### config.mk
export PLATFORM = sky130hd
export DESIGN_NAME = genpix_span
export DESIGN_NICKNAME = d
export VERILOG_FILES = /design/src/rtl/rast_pkg.sv /design/src/rtl/genpix_lane.sv /design/src/rtl/genpix_span.sv
export SDC_FILE = /design/constraint.sdc
export NUM_CORES = 2
export LEC_CHECK = 0
export ABC_AREA = 0
export BUFFER_PORTS_ARGS = -buffer_cell sky130_fd_sc_hd__buf_2
export CAP_MARGIN = 30
export CORE_MARGIN = 4
export CORE_UTILIZATION = 61
export DETAILED_ROUTE_END_ITERATION = 10
export PLACE_DENSITY = 0.87
export RECOVER_POWER = 50
export SLEW_MARGIN = 10
export SYNTH_ARGS = -nofsm -noshare
export SYNTH_HDL_FRONTEND = slang
export SYNTH_HIERARCHICAL = 1
export SYNTH_SLANG_ARGS = --single-unit
### constraint.sdc
create_clock -name clock_i -period 32.7 [get_ports clock_i]
set_input_delay 1.635 -clock clock_i [delete_from_list [all_inputs] [get_ports clock_i]]
set_output_delay 1.635 -clock clock_i [all_outputs]
set_load 0.02 [all_outputs]
### src/rtl/rast_pkg.sv
// Shared widths, traversal state encoding and delta sign-extension for the
// span traversal stage.
package rast_pkg;

    localparam int RAST_CW = 12;
    localparam int RAST_WW = 25;
    localparam int RAST_DW = 17;
    localparam int RAST_AW = 24;

    typedef enum logic [1:0] {
        IDLE,
        SETUP,
        SCAN,
        FLUSH
    } genpix_span_state_t;

    function automatic logic [RAST_WW-1:0] sext_dw(input logic [RAST_DW-1:0] d);
        return {{(RAST_WW-RAST_DW){d[RAST_DW-1]}}, d};
    endfunction

endpackage

### src/rtl/genpix_lane.sv
// One lane of a span beat: three edge weights at base+offset and the
// coverage decision including the right-hand bbox limit.
module genpix_lane #(
    parameter int CW = 12,
    parameter int WW = 25,
    parameter int K  = 0
) (
    input  logic [WW-1:0] i_base0,
    input  logic [WW-1:0] i_base1,
    input  logic [WW-1:0] i_base2,
    input  logic [WW-1:0] i_off0,
    input  logic [WW-1:0] i_off1,
    input  logic [WW-1:0] i_off2,
    input  logic [CW-1:0] i_x_c,
    input  logic [CW-1:0] i_x_max,
    output logic [WW-1:0] o_w0,
    output logic [WW-1:0] o_w1,
    output logic [WW-1:0] o_w2,
    output logic          o_inside
);

    logic [CW:0] w_x_lane;

    assign o_w0 = i_base0 + i_off0;
    assign o_w1 = i_base1 + i_off1;
    assign o_w2 = i_base2 + i_off2;

    // One extra bit so lanes past x = 2^CW-1 are rejected instead of wrapping.
    assign w_x_lane = {1'b0, i_x_c} + (CW+1)'(K);

    assign o_inside = ~o_w0[WW-1] & ~o_w1[WW-1] & ~o_w2[WW-1]
                    & (w_x_lane <= {1'b0, i_x_max});

endmodule

### src/rtl/genpix_span.sv
// Bounding-box traversal emitting LANES adjacent pixels per beat with edge
// weights and coverage mask; optionally drops fully uncovered beats.
module genpix_span
    import rast_pkg::*;
#(
    parameter int LANES      = 4,
    parameter int CW         = RAST_CW,
    parameter int WW         = RAST_WW,
    parameter int DW         = RAST_DW,
    parameter int AW         = RAST_AW,
    parameter int CULL_EMPTY = 1
) (
    input  logic                clock_i,
    input  logic                reset_i,
    input  logic [AW-1:0]       area_i,
    input  logic [DW-1:0]       dl_w0_col_i,
    input  logic [DW-1:0]       dl_w1_col_i,
    input  logic [DW-1:0]       dl_w2_col_i,
    input  logic [DW-1:0]       dl_w0_row_i,
    input  logic [DW-1:0]       dl_w1_row_i,
    input  logic [DW-1:0]       dl_w2_row_i,
    input  logic [WW-1:0]       w0_row_i,
    input  logic [WW-1:0]       w1_row_i,
    input  logic [WW-1:0]       w2_row_i,
    input  logic [CW-1:0]       x_min_i,
    input  logic [CW-1:0]       y_min_i,
    input  logic [CW-1:0]       x_max_i,
    input  logic [CW-1:0]       y_max_i,
    input  logic                valid_i,
    output logic                busy_o,
    output logic [CW-1:0]       x_o,
    output logic [CW-1:0]       y_o,
    output logic [LANES*WW-1:0] w0_o,
    output logic [LANES*WW-1:0] w1_o,
    output logic [LANES*WW-1:0] w2_o,
    output logic [LANES-1:0]    mask_o,
    output logic [AW-1:0]       area_o,
    output logic                valid_o,
    input  logic                busy_i,
    output logic                done_o
);

    genpix_span_state_t r_state, w_state_next;

    logic [DW-1:0]       r_dlc [3];
    logic [DW-1:0]       r_dlr [3];
    logic [WW-1:0]       r_w [3];
    logic [WW-1:0]       r_wrow [3];
    logic [WW-1:0]       r_step [3];
    logic [WW-1:0]       r_off [LANES][3];
    logic [CW-1:0]       r_xc, r_yc, r_xmin, r_ymin, r_xmax, r_ymax;
    logic [AW-1:0]       r_area;

    logic                r_valid_o, r_done_o;
    logic [LANES-1:0]    r_mask_o;
    logic [CW-1:0]       r_x_o, r_y_o;
    logic [AW-1:0]       r_area_o;
    logic [LANES*WW-1:0] r_wout [3];

    logic [DW-1:0]       w_dl_col_in [3];
    logic [DW-1:0]       w_dl_row_in [3];
    logic [WW-1:0]       w_w_row_in [3];
    logic [WW-1:0]       w_dlc_ext [3];
    logic [WW-1:0]       w_dlr_ext [3];
    logic [WW-1:0]       w_lane_w [LANES][3];
    logic [LANES-1:0]    w_inside;
    logic                w_slot_free, w_row_end, w_last_row, w_degenerate;
    logic                w_accept, w_advance, w_done_pulse;

    assign w_dl_col_in[0] = dl_w0_col_i;
    assign w_dl_col_in[1] = dl_w1_col_i;
    assign w_dl_col_in[2] = dl_w2_col_i;
    assign w_dl_row_in[0] = dl_w0_row_i;
    assign w_dl_row_in[1] = dl_w1_row_i;
    assign w_dl_row_in[2] = dl_w2_row_i;
    assign w_w_row_in[0]  = w0_row_i;
    assign w_w_row_in[1]  = w1_row_i;
    assign w_w_row_in[2]  = w2_row_i;

    for (genvar gi = 0; gi < 3; gi++) begin : g_ext
        assign w_dlc_ext[gi] = WW'($signed(r_dlc[gi]));
        assign w_dlr_ext[gi] = WW'($signed(r_dlr[gi]));
    end

    for (genvar gi = 0; gi < LANES; gi++) begin : g_lane
        genpix_lane #(
            .CW (CW),
            .WW (WW),
            .K  (gi)
        ) u_lane (
            .i_base0  (r_w[0]),
            .i_base1  (r_w[1]),
            .i_base2  (r_w[2]),
            .i_off0   (r_off[gi][0]),
            .i_off1   (r_off[gi][1]),
            .i_off2   (r_off[gi][2]),
            .i_x_c    (r_xc),
            .i_x_max  (r_xmax),
            .o_w0     (w_lane_w[gi][0]),
            .o_w1     (w_lane_w[gi][1]),
            .o_w2     (w_lane_w[gi][2]),
            .o_inside (w_inside[gi])
        );
    end

    assign w_slot_free  = !r_valid_o || !busy_i;
    assign w_row_end    = ({1'b0, r_xc} + (CW+1)'(LANES)) > {1'b0, r_xmax};
    assign w_last_row   = ({1'b0, r_yc} + (CW+1)'(1)) > {1'b0, r_ymax};
    assign w_degenerate = (r_xmin > r_xmax) || (r_ymin > r_ymax);

    always_ff @(posedge clock_i or posedge reset_i) begin
        if (reset_i) r_state <= IDLE;
        else         r_state <= w_state_next;
    end

    always_comb begin
        w_state_next = r_state;
        w_accept     = 1'b0;
        w_advance    = 1'b0;
        w_done_pulse = 1'b0;
        case (r_state)
            IDLE: begin
                if (valid_i) begin
                    w_accept     = 1'b1;
                    w_state_next = SETUP;
                end
            end
            SETUP: w_state_next = w_degenerate ? FLUSH : SCAN;
            SCAN: begin
                if (w_slot_free) begin
                    w_advance = 1'b1;
                    if (w_row_end && w_last_row) w_state_next = FLUSH;
                end
            end
            FLUSH: begin
                // The final beat leaves on this edge, so done follows it.
                if (w_slot_free) begin
                    w_done_pulse = 1'b1;
                    w_state_next = IDLE;
                end
            end
            default: w_state_next = IDLE;
        endcase
    end

    always_ff @(posedge clock_i or posedge reset_i) begin
        if (reset_i) begin
            for (int e = 0; e < 3; e++) begin
                r_dlc[e]  <= '0;
                r_dlr[e]  <= '0;
                r_w[e]    <= '0;
                r_wrow[e] <= '0;
                r_step[e] <= '0;
                r_wout[e] <= '0;
                for (int k = 0; k < LANES; k++) r_off[k][e] <= '0;
            end
            r_xc      <= '0;
            r_yc      <= '0;
            r_xmin    <= '0;
            r_ymin    <= '0;
            r_xmax    <= '0;
            r_ymax    <= '0;
            r_area    <= '0;
            r_valid_o <= 1'b0;
            r_done_o  <= 1'b0;
            r_mask_o  <= '0;
            r_x_o     <= '0;
            r_y_o     <= '0;
            r_area_o  <= '0;
        end else begin
            if (w_accept) begin
                for (int e = 0; e < 3; e++) begin
                    r_dlc[e]  <= w_dl_col_in[e];
                    r_dlr[e]  <= w_dl_row_in[e];
                    r_wrow[e] <= w_w_row_in[e];
                end
                r_xmin <= x_min_i;
                r_ymin <= y_min_i;
                r_xmax <= x_max_i;
                r_ymax <= y_max_i;
                r_area <= area_i;
            end

            if (r_state == SETUP) begin
                for (int e = 0; e < 3; e++) begin
                    r_w[e]    <= r_wrow[e];
                    r_step[e] <= WW'(LANES) * w_dlc_ext[e];
                    for (int k = 0; k < LANES; k++) r_off[k][e] <= WW'(k) * w_dlc_ext[e];
                end
                r_xc <= r_xmin;
                r_yc <= r_ymin;
            end

            if (w_advance) begin
                r_x_o     <= r_xc;
                r_y_o     <= r_yc;
                r_mask_o  <= w_inside;
                r_area_o  <= r_area;
                r_valid_o <= (CULL_EMPTY != 0) ? |w_inside : 1'b1;
                for (int e = 0; e < 3; e++)
                    for (int k = 0; k < LANES; k++)
                        r_wout[e][k*WW +: WW] <= w_lane_w[k][e];
                if (w_row_end) begin
                    for (int e = 0; e < 3; e++) begin
                        r_wrow[e] <= r_wrow[e] + w_dlr_ext[e];
                        r_w[e]    <= r_wrow[e] + w_dlr_ext[e];
                    end
                    r_xc <= r_xmin;
                    r_yc <= r_yc + 1'b1;
                end else begin
                    for (int e = 0; e < 3; e++) r_w[e] <= r_w[e] + r_step[e];
                    r_xc <= r_xc + CW'(LANES);
                end
            end else if (w_slot_free) begin
                r_valid_o <= 1'b0;
            end

            r_done_o <= w_done_pulse;
        end
    end

    assign busy_o  = (r_state != IDLE);
    assign x_o     = r_x_o;
    assign y_o     = r_y_o;
    assign w0_o    = r_wout[0];
    assign w1_o    = r_wout[1];
    assign w2_o    = r_wout[2];
    assign mask_o  = r_mask_o;
    assign area_o  = r_area_o;
    assign valid_o = r_valid_o;
    assign done_o  = r_done_o;

endmodule
==> impl_metrics.toml <==
[finish]
num-fill-cells = 7753
multi_input_area_um2 = 35900
seq_area_um2 = 20200
design_area_um2 = 64700
final_common_cell = "nand2_1"
layout.nets = 8346
layout-drive-gt1-share_pct = 8.34
mostFrequentLayoutCells = "nand2_1, dfrtp_1, ha_1"
syn2layout_area_growth_pct = 12.7
final_cells = 8823

[clocking]
cts_tree = "done"
clock_latency_ns = 0.68
clk_pin_slew_ns = 0.06
cts_resized = 0
cts-hold-fix-buffers = 0
post_cts_buffers = 0
cts_buffers = 90
root_buffer = "clkbuf_16"
cts_buffer_depth = 3
clock-sinks = 806
htree_num_levels = 3

[detailed_routing]
drc = 0
totalWireLength_um = 186000
drtAntennaViolNets = 0
vias = 53800
dr.pass1.iters = 6
vias_per_cell = 6.10
wl_per_cell_um = 21.1
drt-initial-drc-count = 4933

[timing]
final_hold_viol_count = 0
finalClockSkew_ns = 0.0246
finalSetupViolCount = 0
fmax_mhz = 85.8
rsz0062_at_grt = "no"
relSlewSlack_pct = -420
min_period_over_period_pct = 35.6
tightest_slew_ns = 7.80
tns_ns = 0
whs_ns = 0.470
drv_slew = 825
finalCriticalPeriod_ns = 11.65

[logic_synthesis]
synth_area_um2 = 57400
synth_ff_type = "dfrtp_1"
synth_edf_count = 0
yosysUniqueCellTypes = 110
syn_avg_cell_area_um2 = 8.34
ys_seq_area_share_pct = 35.1
synth_seq_cells = 806
ys_warn_count = 6
postSynthCellCount = 6881
async_flop_share_pct = 100

[place]
portBuffers = 607
post-place-cells = 8645
place_area_um2 = 61900
hpwl_um = 138000
routabilityCongestion = 0.979

[floorplan]
die_h_um = 315
rows = 112
io_pins = 608
core-area_um2 = 93300
start_util_pct = 61.5
die_w_um = 315
dieArea_um2 = 99100

[global_routing]
antenna_found_initial = 11
grt_overflow = 0
grt_pass1_vias = 51900
grt_pass1_wl_um = 287000
grt_max_degree = 179
grt_util_all_layers_pct = 36.5

[critical_path]
worstPathMaxFanout = 148
end_kind = "asynchronous set/reset pin"
r2r_slack_ns = 24.96
crit_required_ns = 31.53
cp-start-kind = "input pin"
arrival_ns = 10.48
path_class = "input pin to asynchronous set/reset pin"

[outcome]
failed_checks = "capacitance limit, slew limit"
status = "finished, violations left"

[job]
max_cap_viol_count = 12

[min_path]
hp-class = "flip-flop to flip-flop"
## cell type report
type                    instances  share of cell area [%]
multi-input cells            5700                    55.4
well taps                    1254                    2.42
flip-flops and latches        806                    31.2
clock buffers                 119                    3.84
repair buffers                661                    4.81
diodes                          7                  0.0271
clock inverters                43                   0.944
inverters                     233                    1.35
## cells in the mapped netlist, drive strengths merged (13+ instances only)
library cell	instances	area, um2
nand2	1888	7090
dfrtp	806	20200
ha	580	7260
a21oi	446	2280
nor2	367	1380
o21ai	340	1720
xnor2	266	2330
inv	232	871
clkbuf	198	743
a21o	180	1360
xor2	156	1370
nand3	128	641
a211oi	109	843
nor3	105	536
a31oi	91	584
mux2i	90	901
mux2	86	968
nor2b	64	400
o21a	62	465
and3	55	345
nand2b	55	344
o21bai	52	394
nand4	50	313
or3	33	216
o211ai	32	255
and2	30	190
o31ai	28	220
nor4	25	175
buf	24	104
fa	21	420
a21boi	20	154
or2	17	106
and4	15	131
a2111oi	14	149
o41ai	14	164
a221oi	13	126
## sequential cells by signal (all words and copies together) (netlist names)
register / cells
area_o: 24
r_ymax: 12
r_dlc: 51
w0_o: 100
r_wrow: 75
r_xmax: 12
mask_o: 4
r_xc: 12
r_state: 2
valid_o: 1
r_w: 75
r_ymin: 12
x_o: 12
w1_o: 100
r_area: 24
done_o: 1
w2_o: 100
y_o: 12
r_dlr: 51
r_yc: 12
r_xmin: 12
r_off: 102
## worst max-delay path, cell delays in order
cell	delay, ns
buf_2	0.10
clkinvlp_2	2.86
clkbuf_1	5.65
## worst paths after layout
check                      depth (start not counted)       start    endpoint
max in group clock_i                               8  r_state[1]   r_off[65]
max                                                3     reset_i      y_o[7]
max reg2reg                                        8  r_state[1]   r_off[65]
min reg2reg                                        2  r_area[13]  area_o[13]
min                                                2  r_area[13]  area_o[13]
min in group asynchronous                          2     reset_i   r_dlr[17]
## kinds of logic after synthesis
| group | synth area share [%] |
|---|---|
| buffers and inverters | 3.00 |
| other | 0.00653 |
| adders and majority gates | 13.4 |
| muxes | 3.26 |
| xor gates and xnor gates | 6.44 |
| DFF | 35.1 |
| and+or+nand+nor | 21.2 |
| AOI/OAI and AO/OA | 17.6 |
## stage by stage
| stage | setup WS [ns] | utilization [%] |
|---|---|---|
| after global routing | 18.95 | 69.3 |
| after CTS | 26.94 | 69.7 |
| final | 21.05 | 69.3 |
| after floorplan | 8.43 | - |
| after detailed placement | 26.95 | 66.3 |
| after global placement | 27.18 | 66.3 |
## layer usage
metal | vias up | GRT usage [%] | share of wire [%]
li1 | 25200 | - | -
met1 | 25700 | 47.5 | 40
met2 | 2340 | 58.0 | 45
met3 | 545 | 6.26 | 8.3
met4 | 6 | 20.9 | 6.3
met5 | - | 0 | 0.023
Power is left out: the tool's default activity adds up to more than one toggle a clock period on the data nets, which glitch-free logic cannot reach.
